File: config.mk
export PLATFORM = sky130hd
export DESIGN_NAME = freq_meter
export DESIGN_NICKNAME = d
export VERILOG_FILES = /design/src/rtl/freq_meter_pkg.sv /design/src/rtl/sync_edge_det.sv /design/src/rtl/freq_meter.sv
export SDC_FILE = /design/constraint.sdc
export NUM_CORES = 1
export LEC_CHECK = 0
export ABC_CLOCK_PERIOD_IN_PS = 2600
export CAP_MARGIN = 25
export CORE_MARGIN = 1.5
export CORE_UTILIZATION = 59
export CTS_CLUSTER_SIZE = 20
export DETAILED_ROUTE_END_ITERATION = 6
export PLACE_DENSITY = 0.8
export SKIP_CTS_REPAIR_TIMING = 1
export SLEW_MARGIN = 5
export SYNTH_ARGS = -nofsm -noshare
export SYNTH_HDL_FRONTEND = slang
export SYNTH_SLANG_ARGS = --single-unit
File: constraint.sdc
create_clock -name clk_in -period 2.6 [get_ports clk_in]
set_clock_uncertainty 0.1 [all_clocks]
set_input_delay 0.26 -clock clk_in [delete_from_list [all_inputs] [get_ports clk_in]]
set_output_delay 0.26 -clock clk_in [all_outputs]
set_load 0.01 [all_outputs]
File: src/rtl/freq_meter_pkg.sv
// freq_meter_pkg: shared types and constants for the frequency meter slice.
package freq_meter_pkg;

  // Measurement sequencer states: wait for enable, count inside the gate, publish.
  typedef enum logic [1:0] {
    IDLE,
    MEASURE,
    LATCH
  } fm_state_t;

  // Number of completed windows folded into the averaged result.
  localparam int AVG_DEPTH = 4;

endpackage

File: src/rtl/sync_edge_det.sv
// sync_edge_det: brings an asynchronous level into the local clock domain
// through a STAGES-deep flop chain and emits a registered one-cycle pulse on
// each rising edge of the synchronized level. Reusable for push-buttons.
module sync_edge_det
  import freq_meter_pkg::*;
#(
  parameter int STAGES = 2
) (
  input  logic clk_i,
  input  logic rst_ni,
  input  logic sig_i,
  output logic rise_o
);

  logic [STAGES-1:0] sync_q;
  logic              prev_q;
  logic              rise_q;

  // Synchronizer chain plus previous-sample and rising-edge registers; the
  // previous sample starts at 0 so a level already high after reset counts.
  always_ff @(posedge clk_i or negedge rst_ni) begin
    if (!rst_ni) begin
      sync_q <= '0;
      prev_q <= 1'b0;
      rise_q <= 1'b0;
    end else begin
      sync_q <= {sync_q[STAGES-2:0], sig_i};
      prev_q <= sync_q[STAGES-1];
      rise_q <= sync_q[STAGES-1] & ~prev_q;
    end
  end

  assign rise_o = rise_q;

endmodule

File: src/rtl/freq_meter.sv
// freq_meter: counts rising edges of an asynchronous square wave over a gate
// window of GATE_CYCLES clk_in cycles and publishes the count once per window
// with a one-cycle freq_valid strobe.
// Build option: define FREQ_METER_AVG_EN to report the truncated mean of the
// last four window counts; freq_valid then stays quiet until four windows
// have completed since reset.
module freq_meter
  import freq_meter_pkg::*;
#(
  parameter int GATE_CYCLES = 50000000,
  parameter int CNT_W       = 32,
  parameter int SYNC_STAGES = 2
) (
  input  logic             clk_in,
  input  logic             reset_n,
  input  logic             enable,
  input  logic             sig_in,
  output logic [CNT_W-1:0] freq_out,
  output logic             freq_valid,
  output logic             overflow,
  output logic             busy
);

  localparam int                GATE_W    = $clog2(GATE_CYCLES);
  localparam logic [GATE_W-1:0] GATE_LAST = GATE_W'(GATE_CYCLES - 1);

  fm_state_t         state_q;
  logic [GATE_W-1:0] gate_cnt_q;
  logic [CNT_W-1:0]  edge_cnt_q;
  logic [CNT_W-1:0]  edge_cnt_d;
  logic              ovf_q;
  logic              ovf_d;
  logic              rise;
  logic              latch_evt;
  logic [CNT_W-1:0]  result_d;
  logic              result_ovf_d;
  logic              result_vld_d;
  logic [CNT_W-1:0]  freq_out_q;
  logic              overflow_q;
  logic              valid_q;
  logic              busy_q;

  sync_edge_det #(
    .STAGES (SYNC_STAGES)
  ) u_sync (
    .clk_i  (clk_in),
    .rst_ni (reset_n),
    .sig_i  (sig_in),
    .rise_o (rise)
  );

  // Next edge count: saturate at all-ones and flag any edge that could not be counted.
  always_comb begin
    edge_cnt_d = edge_cnt_q;
    ovf_d      = ovf_q;
    if (rise) begin
      if (&edge_cnt_q) begin
        ovf_d = 1'b1;
      end else begin
        edge_cnt_d = edge_cnt_q + CNT_W'(1);
      end
    end
  end

  // The last gate cycle: its edge is still counted and the result is published on this edge.
  assign latch_evt = (state_q == MEASURE) && (gate_cnt_q == GATE_LAST);

`ifdef FREQ_METER_AVG_EN
  logic [CNT_W-1:0]       hist_q [AVG_DEPTH];
  logic [AVG_DEPTH-2:0]   hist_ovf_q;
  logic [CNT_W+1:0]       sum_q;
  logic [CNT_W+1:0]       sum_d;
  logic [2:0]             fill_q;

  // Running sum replaces the oldest count with the window just closing; the
  // result is valid only once the history holds four real windows.
  always_comb begin
    sum_d        = sum_q + {2'b00, edge_cnt_d} - {2'b00, hist_q[AVG_DEPTH-1]};
    result_d     = sum_d[CNT_W+1:2];
    result_ovf_d = ovf_d | (|hist_ovf_q);
    result_vld_d = (fill_q >= 3'(AVG_DEPTH - 1));
  end

  // History of window counts and overflow flags; kept across enable drops, cleared only by reset.
  always_ff @(posedge clk_in or negedge reset_n) begin
    if (!reset_n) begin
      for (int i = 0; i < AVG_DEPTH; i++) begin
        hist_q[i] <= '0;
      end
      hist_ovf_q <= '0;
      sum_q      <= '0;
      fill_q     <= '0;
    end else if (latch_evt) begin
      hist_q[0] <= edge_cnt_d;
      for (int i = 1; i < AVG_DEPTH; i++) begin
        hist_q[i] <= hist_q[i-1];
      end
      hist_ovf_q <= {hist_ovf_q[AVG_DEPTH-3:0], ovf_d};
      sum_q      <= sum_d;
      if (fill_q < 3'(AVG_DEPTH)) begin
        fill_q <= fill_q + 3'd1;
      end
    end
  end
`else
  // Raw mode: every window publishes its own count and overflow flag.
  always_comb begin
    result_d     = edge_cnt_d;
    result_ovf_d = ovf_d;
    result_vld_d = 1'b1;
  end
`endif

  // Measurement sequencer with registered outputs; results are loaded on the
  // edge that enters LATCH so freq_out, overflow and freq_valid are visible
  // during the LATCH cycle itself.
  always_ff @(posedge clk_in or negedge reset_n) begin
    if (!reset_n) begin
      state_q    <= IDLE;
      gate_cnt_q <= '0;
      edge_cnt_q <= '0;
      ovf_q      <= 1'b0;
      freq_out_q <= '0;
      overflow_q <= 1'b0;
      valid_q    <= 1'b0;
      busy_q     <= 1'b0;
    end else begin
      valid_q <= 1'b0;
      case (state_q)
        IDLE: begin
          if (enable) begin
            state_q    <= MEASURE;
            gate_cnt_q <= '0;
            edge_cnt_q <= '0;
            ovf_q      <= 1'b0;
            busy_q     <= 1'b1;
          end
        end
        MEASURE: begin
          gate_cnt_q <= gate_cnt_q + GATE_W'(1);
          edge_cnt_q <= edge_cnt_d;
          ovf_q      <= ovf_d;
          if (latch_evt) begin
            state_q <= LATCH;
            busy_q  <= 1'b0;
            if (result_vld_d) begin
              freq_out_q <= result_d;
              overflow_q <= result_ovf_d;
              valid_q    <= 1'b1;
            end
          end
        end
        LATCH: begin
          gate_cnt_q <= '0;
          edge_cnt_q <= '0;
          ovf_q      <= 1'b0;
          if (enable) begin
            state_q <= MEASURE;
            busy_q  <= 1'b1;
          end else begin
            state_q <= IDLE;
          end
        end
        default: begin
          state_q <= IDLE;
          busy_q  <= 1'b0;
        end
      endcase
    end
  end

  assign freq_out   = freq_out_q;
  assign freq_valid = valid_q;
  assign overflow   = overflow_q;
  assign busy       = busy_q;

endmodule

### Word level (Yosys, flattened, before mapping)

Cells that the tools add are included.

* reduce and logical (&&, ||, !) cells: 9
* eq/ne operators: 6
* add/subtract/negate cells: 2
* multiplexer cells: 19
* bitwise logic cells: 2

Operator list (number)
* $mux 32: 3
* $pmux 32 s3: 1
* $pmux 26 s3: 1
* $add 32x1->32 const B: 1
* $reduce_and 32->1: 1
* $add 26x1->26 const B: 1
* $eq 26x26->1 const B: 1
* $mux 26: 1
* $mux 1: 8
* $reduce_and 2->1: 4
* $pmux 2 s3: 1
* $mux 2: 2
* $ne 2x2->1 const B: 2
* $pmux 1 s3: 1
* $reduce_bool 3->1: 1
* $eq 2x1->1 const B: 1
* $eq 2x2->1 const B: 1
* $logic_not 2->1: 1
* $ne 2x1->1 const B: 1
* $pmux 1 s2: 1
* $reduce_or 2->1: 1
* $and 1x1->1: 1
* $logic_and 1x1->1: 1
* $not 1->1: 1

* flip-flop bits (word level): 100
* word-level logic and storage cells: 49
* output and inout port bits: 35

### Logic depth before layout (Yosys ltp)

Gate-level depths: netlist of run 1.

* depth after elaboration: 4
* gate-level depth with buffers: 8
* depth with buffers taken out: 6

### Cells and area by module

From an unflattened synthesis of run 1, not the netlist that was laid out.

* cells, all modules: 602
* area total of the unflattened synthesis: 5353.9 sq um

By module, submodules not included
* freq_meter: instances 1, area each 5240.0 sq um, cells an instance 597, seq. area each 2402.3 sq um
* sync_edge_det: instances 1, area each 113.9 sq um, cells an instance 5, seq. area each 100.1 sq um

### Least setup slack after synthesis of run 1

Ideal clock, no wire load.

* path kind: flip-flop to flip-flop
* start point: register gate_cnt_q[0]
* end point: register freq_out_q[23] (netlist: freq_out[23])
* cell stages (with the launch flop): 9
* setup time: 0.135 ns
* buffers on the path: 2
* arrival time: 2.102 ns
* path slack: 0.264 ns
* cells stage by stage: dfrtp_1 -> ha_1 -> nand4_1 -> or4_1 -> or2_2 -> clkbuf_1 -> clkbuf_1 -> nand2_1 -> o21ai_0

* cells in the longest elaborated chain, start to end: 3

RTL lines
* start: declaration: RTL line freq_meter.sv:28 `logic [GATE_W-1:0] gate_cnt_q;`
* start signal: assignment: RTL line freq_meter.sv:140 `gate_cnt_q <= gate_cnt_q + GATE_W'(1);`
* $eq 26x26->1: RTL line freq_meter.sv:66 `assign latch_evt = (state_q == MEASURE) && (gate_cnt_q == GATE_LAST);`
* $logic_and 1x1->1: RTL line freq_meter.sv:66
* $reduce_and 2->1 (no line)
* end signal: assignment: RTL line freq_meter.sv:147 `freq_out_q <= result_d;`
* end: declaration: RTL line freq_meter.sv:38 `logic [CNT_W-1:0] freq_out_q;`

Every way passes these cells.
A chain may end at the register's enable or synchronous reset.

### Worst setup path in the final report of run 1

* start point: register edge_cnt_q[2]
* end point: register freq_out_q[17] (netlist: freq_out[17])

* cells in the longest elaborated chain, start to end: 3
* elaborated cells between the ends (all ways): 4

RTL lines
* start: declaration: RTL line freq_meter.sv:29 `logic [CNT_W-1:0] edge_cnt_q;`
* start signal: assignment: RTL line freq_meter.sv:141 `edge_cnt_q <= edge_cnt_d;`
* $add 32x1->32 / $reduce_and 32->1 (equally long branches): RTL line freq_meter.sv:60, freq_meter.sv:57
* $mux 32 *: RTL line freq_meter.sv:57 `if (&edge_cnt_q) begin`
* $mux 32 *: RTL line freq_meter.sv:56 `if (rise) begin`

Mark *: on every way between the ends. The rest lies on a longest branch, timed or not.

==> implementation parameters, run 1 <==
Parameter                              Value

Die
  DIE HEIGHT ... 99.1 um
  Die area ... roughly 10000 um^2
  Placement row count ... 34
  Initial Utilization ... 61.6%
  Floorplan Core Area ... 8850 um^2
  # IOs ... 39
  Horizontal extent of the die ... between 90 and 100 um

Placed design
  IO buf count ... 38
  Number of cells in the design after placement ... ~730
  Final HPWL DP ... ~8.9 mm
  Area of placed instances ... 5990 um^2
  Pre-CTS WS ... ~170 ps
  Final weighted congestion of routability-driven global placement ... between 0.9 and 1

Critical path
  Cell with the largest stage delay on the worst path ... sky130_fd_sc_hd__a2111oi_0
  Data required time of the critical path ... between 2000 and 3000 ps
  Count of cells along the worst register-to-register path ... 6
  Startpoint-to-endpoint class of the critical path ... flip-flop to flip-flop
  Slowest Stage Delay on Critical Path ... approximately 660 ps
  CP Launch Type ... flip-flop
  Capture point of the worst reg-to-reg path ... freq_out[17]
  Register-to-Register Setup Slack ... 150 ps
  Kind of cell adding the most delay to the critical path ... compound AO/OA/AOI/OAI gates
  Reg2Reg Launch Point ... edge_cnt_q[2]
  Element type at the critical path end ... flip-flop
  Buf/Inv on CP ... 1
  Cells along the critical path ... and4_1 > nand3_1 > a2111oi_0 > buf_4 > xnor2_1 > o21ai_0
  Maximum fanout count along the critical path ... 8
  Critical Path AT ... 2590 ps

Power
  Overall power consumption ... roughly 3500 uW
  Total leakage power ... around 0.0024 uW
  Power per cell area ... 569 nW/um^2
  Maximum vdd drop ... a little under 0.4 mV

STA
  Normalized max-slew margin ... between 50% and 60%
  Final Cycle Share ... between 90% and 100%
  Number of setup violations in the final report ... 0
  Max-slew violation total from the final report ... 0
  RSZ-0062 raised after global routing ... yes
  Transition time at the pin with the least slew margin ... around 640 ps
  Post-layout worst setup margin ... about 150 ps
  FMAX ... around 410 MHz
  Total negative slack ... 0 ps
  Time the final worst path needs with I/O delays and setup ... around 2500 ps
  Final hold violation count ... 0

Routing
  DRC violations left ... 0
  Remaining antenna violation count ... 0
  Count of routing violations after the opening detailed-route iteration ... 391
  TritonRoute pass-1 iters ... 5
  Vias ... ~4800
  Post-detailed-route wirelength per cell ... 17.7 um
  Ratio of routed vias to standard cells ... 6.49
  Detailed-route wire length ... about 13 mm
  Top routing layer in use ... met4
  Routed wl met3 ... slightly below 700 um
  Met2 wire len ... ~6.3 mm
  Detailed-route wire length on metal 1 ... between 6 and 7 mm

Clocking
  Clock sink count ... 100
  Clk_lat worst skew ... between 300 and 400 ps
  TritonCTS Buffers ... 9
  TritonCTS clock tree ... done
  Clock root buffer ... sky130_fd_sc_hd__clkbuf_8
  Clock-pin slew on the worst setup and hold paths ... roughly 100 ps
  Maximum buffer depth of the clock tree ... 2
  Deepest level of the CTS H-tree ... 3

Cells and area
  Diodes inserted ... 0
  Total number of nets in the final design ... 638
  Fill cell instance count of the final layout ... 701
  Leading cell types in the layout, fill and taps excluded ... sky130_fd_sc_hd__dfrtp_1 (100), sky130_fd_sc_hd__o21ai_0 (76), sky130_fd_sc_hd__nand2_1 (74)
  P&R area growth vs syn ... 13.9%
  Most common cell after layout, fill and taps aside ... sky130_fd_sc_hd__dfrtp_1
  Design Area, Final ... about 6200 um^2
  Share of final-layout standard cells stronger than drive strength 1 ... approximately 9.9%
  Non-filler instance count after layout ... around 750

Synth
  Number of distinct library cells after synthesis ... 59
  Most common flop cell mapped by yosys ... sky130_fd_sc_hd__dfrtp_1
  Most area-hungry cell type in the Yosys netlist ... sky130_fd_sc_hd__dfrtp_1
  Synthesized instance count ... ~600
  Average cell area after synthesis ... between 9 and 10 um^2
  Top-area cell type share of the netlist area ... between 40% and 50%
  Fraction of the yosys area taken by sequential cells ... a little under half
  Syn Nets ... between 600 and 700
  Post-synthesis instance area ... 5450 um^2
  Number of enable flip-flop cells after synthesis ... 0
  Cell types with the largest area share after synthesis ... sky130_fd_sc_hd__dfrtp_1 (46%), sky130_fd_sc_hd__o21ai_0 (7.0%), sky130_fd_sc_hd__nand2_1 (5.1%), sky130_fd_sc_hd__xnor2_1 (4.3%), sky130_fd_sc_hd__nand4_1 (2.9%)
  Fraction of registers with async set/reset ... 100%
  Post-synthesis register bit count ... 100
  Syn. warnings ... 0

Global route
  Residual overflow from global routing ... 0
  Number of antenna violations at the first check in global routing ... 0
  Vias in the first global route ... about 4600
  First-pass GRT wire length ... roughly 22 mm
  Global-route total usage across every layer ... roughly 28%
  Maximum number of pins on one net before global-route repair ... between 50 and 60

Status
  Outcome ... completed

Run
  Maximum Capacitance Violations ... 0

Hold path
  End point of the worst hold path ... u_sync.sync_q[0]
  Hold crit path type ... input port to flip-flop
  Source of the worst hold timing path ... sig_in
  Worst hold stages ... 1
==> worst reg2reg max path, delay by kind of cell (launching register included) <==
| family | cells | cell delay, ps |
|---|---|---|
| buf+inv | 1 | 230 |
| compound gates | 2 | 750 |
| xor+xnor | 1 | 110 |
| simple gates | 2 | 630 |
| flops | 1 | 500 |
==> per-layer routing <==
metal	track usage (%)	vias to the layer above
li1	-	2284
met1	39.9	2348
met2	43.8	178
met3	4.22	23
met4	11.5	0
met5	0	-
==> registers in the layout, summed over array words and instances, names as in the netlist, 2 cells and up <==
name,count
u_sync.sync_q,2
freq_out,32
gate_cnt_q,26
state_q,2
edge_cnt_q,32
==> synth_stat cells (all sizes together) (4+ instances only) <==
| cell | n |
|---|---|
| a21oi | 28 |
| nand2b | 7 |
| nand3b | 7 |
| nor3 | 9 |
| xnor2 | 27 |
| dfrtp | 100 |
| nand3 | 27 |
| buf | 8 |
| nor4 | 9 |
| a22o | 5 |
| or3 | 6 |
| and3 | 6 |
| a41oi | 5 |
| nand4 | 28 |
| and4 | 6 |
| o21ai | 81 |
| a21bo | 4 |
| or4 | 9 |
| a2111oi | 5 |
| nand2 | 74 |
| o31ai | 5 |
| a211oi | 6 |
| nor2 | 24 |
| inv | 13 |
| clkbuf | 37 |
| o311ai | 4 |
| a31oi | 23 |
| o211ai | 4 |
==> power by group <==
| part | internal (uW) | switching [uW] |
|---|---|---|
| Combinational | 233 | 249 |
| Clock | 476 | 559 |
| Sequential | 1730 | 290 |
| Total | 2440 | 1100 |
==> how the worst max path moves through the flow <==
| stage | cells past startpoint | from | end |
|---|---|---|---|
| finish | 6 | edge_cnt_q[2] | freq_out[17] |
| global route | 6 | edge_cnt_q[5] | freq_out[17] |
| CTS | 6 | gate_cnt_q[0] | freq_out[5] |
| detailed placement | 6 | gate_cnt_q[0] | freq_out[5] |
| global placement | 5 | edge_cnt_q[27] | freq_out[9] |
| floorplan | 8 | gate_cnt_q[0] | freq_out[23] |
==> through the flow <==
step | hold slack, ps | utilization (%)
detailed placement | 234 | 67.7
global route | 212 | 70.2
CTS | -176 | 70.0
floorplan | -136 | -
finish | 217 | 70.2
global placement | 222 | 67.7
==> logic make-up after synthesis <==
group / Yosys count / share of synthesized area (%)
compound gates: 183 / 20.8
xor+xnor: 29 / 4.66
fa+ha+maj: 2 / 0.459
buf+inv: 58 / 4.36
flops: 100 / 45.9
mux: 4 / 0.780
simple gates: 226 / 23.1
==> layout make-up <==
cell class / count / area (um^2) / area share [%]
timing repair buffer: 64 / 588 / 9.47
clock buffer: 11 / 141 / 2.28
inverter: 13 / 48.8 / 0.785
tap: 108 / 135 / 2.18
multi-input combinational: 444 / 2740 / 44.0
sequential: 100 / 2500 / 40.3
clock inverter: 5 / 60.1 / 0.967
Note: power is estimated with default switching activity, not from simulation.
==> inputs of run 2 (changes only) <==
GPL_TIMING_DRIVEN = 0   (was unset)
HOLD_SLACK_MARGIN = 0.05   (was unset)
==> run 2 against run 1 <==
Against the previous run: fmax fell by 3.2%; die area stayed put; clock power hardly changed; routed wire length rose by 13%; design area grew 1.7%; critical endpoint is now edge_cnt_q[28]; largest power group unchanged.
==> implementation parameters, run 2 (synthesis results as in run 1) <==
Parameter                              Value

Cells and area
  Diodes inserted ... 0 (unchanged)
  P&R area growth vs syn ... 15.8%
  Util after Layout ... 71.4% (+1.2 points)
  Non-filler instance count after layout ... 772 (+3.6%)
  Most common cell after layout, fill and taps aside ... sky130_fd_sc_hd__dfrtp_1
  Fill cell instance count of the final layout ... 685 (-2.3%)
  Leading cell types in the layout, fill and taps excluded ... sky130_fd_sc_hd__dfrtp_1 (99), sky130_fd_sc_hd__nand2_1 (74), sky130_fd_sc_hd__o21ai_0 (74)
  Total number of nets in the final design ... 666 (+4.4%)
  Design Area, Final ... 6320 um^2 (+1.7%)
  Share of final-layout standard cells stronger than drive strength 1 ... 10.4% (+0.50 points)

Routing
  Vias ... 5176 (+7.1%)
  Count of routing violations after the opening detailed-route iteration ... 592 (+51%)
  DRC violations left ... 0 (unchanged)
  Remaining antenna violation count ... 0 (unchanged)
  TritonRoute pass-1 iters ... 6 (+1)
  Detailed-route wire length ... 15.0 mm (+13%)
  Post-detailed-route wirelength per cell ... 19.4 um (+9.5%)
  Ratio of routed vias to standard cells ... 6.70 (+3.4%)

Critical path
  CP Launch Type ... flip-flop
  Data required time of the critical path ... 2780 ps (+40 ps)
  Maximum fanout count along the critical path ... 10 (+2)
  Count of cells along the worst register-to-register path ... 6 (unchanged)
  Critical Path AT ... 2710 ps (+120 ps)
  Element type at the critical path end ... flip-flop
  Crit. Startpoint ... state_q[0]
  Reg2Reg Launch Point ... state_q[0]
  Startpoint-to-endpoint class of the critical path ... flip-flop to flip-flop

Clocking
  Clock root buffer ... sky130_fd_sc_hd__clkbuf_8
  Maximum buffer depth of the clock tree ... 2 (unchanged)
  Clock sink count ... 100 (unchanged)
  Clk_lat worst skew ... 380 ps (about the same)
  TritonCTS clock tree ... done
  Deepest level of the CTS H-tree ... 3 (unchanged)
  TritonCTS Buffers ... 9 (unchanged)
  Clock-pin slew on the worst setup and hold paths ... 100 ps (about the same)

Placed design
  IO buf count ... 38 (unchanged)
  Area of placed instances ... 5990 um^2 (about the same)
  Final HPWL DP ... 10.2 mm (+15%)
  Final weighted congestion of routability-driven global placement ... 0.981 (+6.5%)
  Number of cells in the design after placement ... 749 (+2.9%)

Power
  Total leakage power ... 0.00248 uW (+1.1%)
  Maximum vdd drop ... 0.333 mV (-14%)
  Power per cell area ... 562 nW/um^2 (-1.2%)

Global route
  Global-route total usage across every layer ... 31.5% (+3.4 points)
  Number of antenna violations at the first check in global routing ... 0 (unchanged)
  Maximum number of pins on one net before global-route repair ... 65 (+16%)
  First-pass GRT wire length ... 24.3 mm (+9.5%)
  Residual overflow from global routing ... 0 (unchanged)
  Vias in the first global route ... 4775 (+3.6%)

STA
  Transition time at the pin with the least slew margin ... 790 ps (+152 ps)
  Final Cycle Share ... 97.5% (+3.1 points)
  Normalized max-slew margin ... 46.9% (-9.5 points)
  Total negative slack ... 0 ps (unchanged)
  Time the final worst path needs with I/O delays and setup ... 2530 ps (+81.3 ps)
  FMAX ... 395 MHz (-3.2%)
  Number of setup violations in the final report ... 0 (unchanged)
  Max-slew violation total from the final report ... 0 (unchanged)
  Final hold violation count ... 0 (unchanged)

Die
  DIE HEIGHT ... 99.1 um (unchanged)
  Placement row count ... 34 (unchanged)
  Die area ... 9830 um^2 (unchanged)
  Floorplan Core Area ... 8850 um^2 (unchanged)
  # IOs ... 39 (unchanged)
  Initial Utilization ... 61.6% (unchanged)
  Horizontal extent of the die ... 99.1 um (unchanged)

Run
  Maximum Capacitance Violations ... 0 (unchanged)

Hold path
  Hold crit path type ... input port to flip-flop
  Source of the worst hold timing path ... sig_in
  Worst hold stages ... 1 (unchanged)

Status
  Outcome ... completed
-- run 2: cell types whose count changed in the layout (fill, tap and decap cells not counted), sizes merged --
cell          change
buf               -6
clkbuf           +32
clkinvlp          -1
dlymetal6s2s      +1
inv               +1
-- run 2: cell type report --
class	count	area (um^2)	share of cell area (%)
plain buffers	43	195	3.09
clock buffers	10	128	2.02
clock inverters	5	61.3	0.971
inverters	13	48.8	0.773
multi-input cells	444	2760	43.6
flip-flops and latches	100	2500	39.6
well taps	108	135	2.14
repair buffers	49	488	7.73
-- run 2: critical path: stages, from the launching register on --
cell and delay (ps):
sky130_fd_sc_hd__dfrtp_1 330, sky130_fd_sc_hd__clkbuf_1 270, sky130_fd_sc_hd__nor3_1 140, sky130_fd_sc_hd__a21oi_2 450
sky130_fd_sc_hd__clkbuf_1 640, sky130_fd_sc_hd__o21ai_0 250, sky130_fd_sc_hd__a21bo_2 260
-- run 2: through the flow --
step / setup slack (ps) / power [uW] / hold WS [ps]
4_1_cts: -317 / 3530 / -252
5_1_grt: -5.45 / 3700 / 232
2_1_floorplan: 264 / 2340 / -136
3_5_place_dp: -287 / 2540 / 159
3_3_place_gp: -2480 / 2500 / 241
6_report: 66.0 / 3550 / 224
-- run 2: worst paths after layout --
check	end	slack (ps)
max in group asynchronous	edge_cnt_q[11]	1440
max reg2reg	edge_cnt_q[28]	70
min reg2reg	u_sync.sync_q[1]	270
max	edge_cnt_q[28]	70
min in group asynchronous	gate_cnt_q[6]	280
min	u_sync.sync_q[0]	220
-- run 2: where the power goes --
part | switching, uW | internal [uW]
combinational | 348 | 254
sequential | 207 | 1730
clock | 566 | 448
total | 1120 | 2430
-- run 2: metal layers --
metal,routed length [um],global-route usage [%]
met1,6500,45.3
met2,6880,48.5
met3,1260,5.41
met4,317,11.6
met5,0,0
==> variant 1 (config.mk and constraints of run 1) <==
Register the input `sig_in` before use, without a reset. The logic sees it one clock later. The other inputs are not delayed to match.
--- a/src/rtl/freq_meter.sv
+++ b/src/rtl/freq_meter.sv
@@ -24,6 +24,12 @@
   localparam int                GATE_W    = $clog2(GATE_CYCLES);
   localparam logic [GATE_W-1:0] GATE_LAST = GATE_W'(GATE_CYCLES - 1);
 
+  logic sig_q;
+
+  always_ff @(posedge clk_in) begin
+    sig_q <= sig_in;
+  end
+
   fm_state_t         state_q;
   logic [GATE_W-1:0] gate_cnt_q;
   logic [CNT_W-1:0]  edge_cnt_q;
@@ -45,7 +51,7 @@
   ) u_sync (
     .clk_i  (clk_in),
     .rst_ni (reset_n),
-    .sig_i  (sig_in),
+    .sig_i  (sig_q),
     .rise_o (rise)
   );
 
Behaviour: no difference found for any inputs over 10 cycles, from zero or initial values and one cycle with reset_n low; that may be too few to reach the edited logic, so the function may still have changed.
==> variant 1 against run 1 <==
- synthesized cell count is 5.0% higher
- utilization decreased by 1.3 points
- sequential power decreased by 12%
- die area rose by 2.0%
- routed wire length up 7.1%
- largest power group unchanged
- sequential cell count grew 1
- area after synthesis is 2.1% higher
- largest cell class unchanged
- total power down 11%
- worst setup slack better by 28 ps
- sequential share of layout area is 0.48 points lower
- final area is 2.1% higher
==> variant 1: results (changes against run 1) <==
outcome=finished, final reports clean; final wirelength=14100 um (+7.1%); vias in the first global route=4991 (+8.2%); Worst Path Arrival=2640 ps (+50 ps); P_leak=2.65 nW (+8.1%); synthesis warning total=0 (unchanged); DR pass1 iterations=5 (unchanged); initial antenna violation count=0 (unchanged); ranking of synthesized cells by area=dfrtp_1, o21ai_0, nand2_1, a31oi_1, nand3_1; Mapped Cells=632 (+5.0%); worst hold slack=211 ps (-6.77 ps); IR drop worst, VDD=0.428 mV (+11%); I/O Buffers=38 (unchanged); pre-CTS setup slack=160 ps (-10.4 ps); htree depth=3 (unchanged); DP HPWL=9260 um (+4.4%); max-slew violation count=0 (unchanged); syn nets=638 (+4.9%); Final GP Congestion=0.879 (-4.6%); Worst-Margin Slew=590 ps (-48.2 ps); Iter 0 DRT Violations=416 (+6.4%); post-synthesis sequential area ratio=0.453 (-0.00569); Reg clk slew, reported paths=100 ps (about the same); final worst-path cycle share=0.933 (-0.0108); hold depth=1 (unchanged); first-pass GRT wire length=23700 um (+6.7%); Vias/cell=6.81 (+5.0%); DR WL/cell=18.1 um (+2.5%); CTS Buf Count=9 (unchanged); CTS Buffer Depth=2 (unchanged); Root Buffer=clkbuf_8; R2R setup slack=180 ps (+30 ps); layout cell share with drive strength beyond 1=0.0855 (-0.0134); number of fill cells in the layout=738 (+5.3%); Post-Place Cells=761 (+4.5%); crit path max fanout=49 (+41); dpl cell area=6160 um^2 (+2.8%); worst-skew pair later-pin latency=390 ps; final core utilization=0.690 (-0.0125); Synth async-reset ratio=0.990 (-0.00990); post-synthesis cell type count=50 (-15%); pin count of the biggest net entering global routing=101 (+80%); final antenna diode count=0 (unchanged); worst reg2reg path depth=7 (+1); Final #Nets=668 (+4.7%); GR Util All Layers=0.297 (+0.0162); Worst Hold Class=in -> reg; most frequent cells after synthesis=dfrtp_1, nand2_1, o21ai_0, nand3_1, a31oi_1
## variant 1: metal layers
layer	up-vias	GRT usage	wire, um
li1	2473	-	-
met1	2579	0.367	5740
met2	209	0.521	7200
met3	36	0.0515	840
met4	0	0.115	339
met5	-	0	0
## variant 1: cells by family after synthesis
kind of cell,after synthesis,synth area share
AND/OR/NAND/NOR,267,0.266
XOR/XNOR,5,0.00787
adder cells (fa/ha/maj),2,0.00449
buffers and inverters,66,0.0488
AO/OA/AOI/OAI,189,0.216
multiplexers,2,0.00360
flip-flops,101,0.453
## variant 1: area by class of cell
type                       instances  share of cell area
clock buffer                      11              0.0207
clock inverter                     5             0.00572
inverter                          18              0.0107
multi-input combinational        465               0.441
sequential                       101               0.398
tap                              111              0.0219
timing repair buffer              67               0.102
## variant 1: critical path, stage by stage, from the launching register on
cell and delay [ps]:
dfrtp_1 420, ha_2 240, and4_1 260, nand4_1 110, or3_1 410, buf_12 200
or4_1 520, nand3_1 100
## variant 1: final timing paths
check	start	end
min in group asynchronous	reset_n	freq_out[28]$_DFFE_PN0P_
worst min-delay path	sig_in	sig_q$_DFF_P_
worst max register to register	gate_cnt_q[1]$_DFFE_PN0P_	freq_out[22]$_DFFE_PN0P_
max in group asynchronous	reset_n	gate_cnt_q[0]$_DFFE_PN0P_
worst min register to register	sig_q$_DFF_P_	u_sync.sync_q[0]$_DFF_PN0_
worst max-delay path	gate_cnt_q[1]$_DFFE_PN0P_	freq_out[22]$_DFFE_PN0P_
## variant 1: power by group
part / internal (mW) / switching, mW / total, mW
logic: 0.178 / 0.267 / 0.444
clock network: 0.350 / 0.550 / 0.901
registers: 1.66 / 0.127 / 1.78
total: 2.19 / 0.945 / 3.13
==> variant 2 (settings of run 1) <==
Without the edit above. The parameter `GATE_CYCLES` goes from 50000000 to 200000000.
--- a/src/rtl/freq_meter.sv
+++ b/src/rtl/freq_meter.sv
@@ -7,7 +7,7 @@
 module freq_meter
   import freq_meter_pkg::*;
 #(
-  parameter int GATE_CYCLES = 50000000,
+  parameter int GATE_CYCLES = 200000000,
   parameter int CNT_W       = 32,
   parameter int SYNC_STAGES = 2
 ) (
Behaviour: same outputs for any inputs over 10 cycles, from zero or initial values and one cycle with reset_n low; that may be too few to reach the edited logic, so the function may still have changed.
==> variant 2 against run 1 <==
- worst setup slack lost 16 ps
- critical path depth shrank 1
- final area grew 0.24%
- first-iteration DRC count grew 16%
- combinational power shrank 24%
- area after synthesis shrank 0.11%
- total power shrank 8.5%
- routed wire length grew 0.52%
- count of clock-buffer cells in the layout shrank 1
- sequential cell count grew 2
- cell count grew 0.40%
- clock power grew 4%
- critical path type unchanged
==> variant 2: results (changes against run 1) <==
GR Util All Layers=0.282 (+0.000843); I/O Buffers=38 (unchanged); Vias/cell=6.61 (+1.8%); htree depth=3 (unchanged); final wirelength=13300 um (+0.52%); outcome=finished, final reports clean; most frequent cells after synthesis=dfrtp_1, o21ai_0, nand2_1, a31oi_1; IR drop worst, VDD=0.265 mV (-32%); pin count of the biggest net entering global routing=55 (-1.8%); Final #Nets=641 (+0.47%); DR pass1 iterations=7 (+2); final setup margin=131 ps (-16.2 ps); Internal Pwr Total=2.31 mW (-5.1%); Iter 0 DRT Violations=454 (+16%); layout cell share with drive strength beyond 1=0.0906 (-0.00828); initial antenna violation count=0 (unchanged); Root Buffer=clkbuf_8; ranking of synthesized cells by area=dfrtp_1, o21ai_0, nand2_1, a31oi_1, nand4_1; Synth async-reset ratio=1.00 (unchanged); Final GP Congestion=0.903 (-2.0%); crit path max fanout=11 (+3); Worst Path Arrival=2660 ps (+70 ps); syn nets=612 (+0.66%); vias in the first global route=4675 (+1.4%); dpl cell area=6000 um^2 (+0.15%); first-pass GRT wire length=22400 um (+0.65%); PwrDens=519 nW/um^2 (-8.7%); Slew HR=0.570 (+0.00649); pre-CTS setup slack=183 ps (+12.9 ps); post-synthesis sequential area ratio=0.469 (+0.00971); P_leak=2.45 nW (about the same); post-synthesis cell type count=59 (unchanged); DP HPWL=9050 um (+2.1%)
[variant 2: routing by layer]
layer,share of wire,wire length [um],global-route usage
met1,0.43,5750,0.383
met2,0.48,6400,0.457
met3,0.054,717,0.0344
met4,0.030,401,0.132
met5,0,0,0
[variant 2: power by group through the flow]
stage / Combinational [mW] / Sequential (mW) / Clock (mW)
2_1_floorplan: 0.330 / 1.75 / 0
3_3_place_gp: 0.357 / 1.82 / 0
3_5_place_dp: 0.361 / 1.82 / 0
4_1_cts: 0.365 / 1.79 / 1.09
5_1_grt: 0.411 / 1.82 / 1.14
6_report: 0.368 / 1.80 / 1.07
[variant 2: final cells by class]
type                       instances  area (um^2)
timing repair buffer              63          606
tap                              108          135
sequential                       102         2550
clock buffer                      10          138
fill                             693         2620
multi-input combinational        447         2680
inverter                          12         45.0
clock inverter                     6         76.3
[variant 2: logic make-up (layout without fill, tap and decap cells)]
| kind of cell | after synthesis | count (layout) | share of synthesized area |
|---|---|---|---|
| simple gates | 224 | 224 | 0.222 |
| compound gates | 192 | 192 | 0.212 |
| flops | 102 | 102 | 0.469 |
| buf+inv | 57 | 91 | 0.0446 |
| xor+xnor | 25 | 25 | 0.0402 |
| mux | 4 | 4 | 0.00804 |
| fa+ha+maj | 2 | 2 | 0.00459 |
[variant 2: metrics by stage]
stage | hold WS (ps) | instances
2_1_floorplan | -136 | 606
6_report | 229 | 748
3_3_place_gp | 219 | 731
4_1_cts | -174 | 747
5_1_grt | 236 | 748
3_5_place_dp | 230 | 731
[variant 2: worst max-delay path, cell delays in order (launching register included)]
cell	delay, ps
dfrtp_1	490
nand4_2	190
or3_1	560
a211o_1	450
or4_1	440
a31oi_1	180
[variant 2: final timing paths]
| path | from | to | cells after the start |
|---|---|---|---|
| max | edge_cnt_q[5]$_DFFE_PN0P_ | freq_out[31]$_DFFE_PN0P_ | 5 |
| min | sig_in | u_sync.sync_q[0]$_DFF_PN0_ | 1 |
| max reg2reg | edge_cnt_q[5]$_DFFE_PN0P_ | freq_out[31]$_DFFE_PN0P_ | 5 |
| min reg2reg | u_sync.sync_q[0]$_DFF_PN0_ | u_sync.sync_q[1]$_DFF_PN0_ | 0 |
| max in group asynchronous | reset_n | gate_cnt_q[25]$_DFFE_PN0P_ | 3 |
| min in group asynchronous | reset_n | freq_out[30]$_DFFE_PN0P_ | 2 |
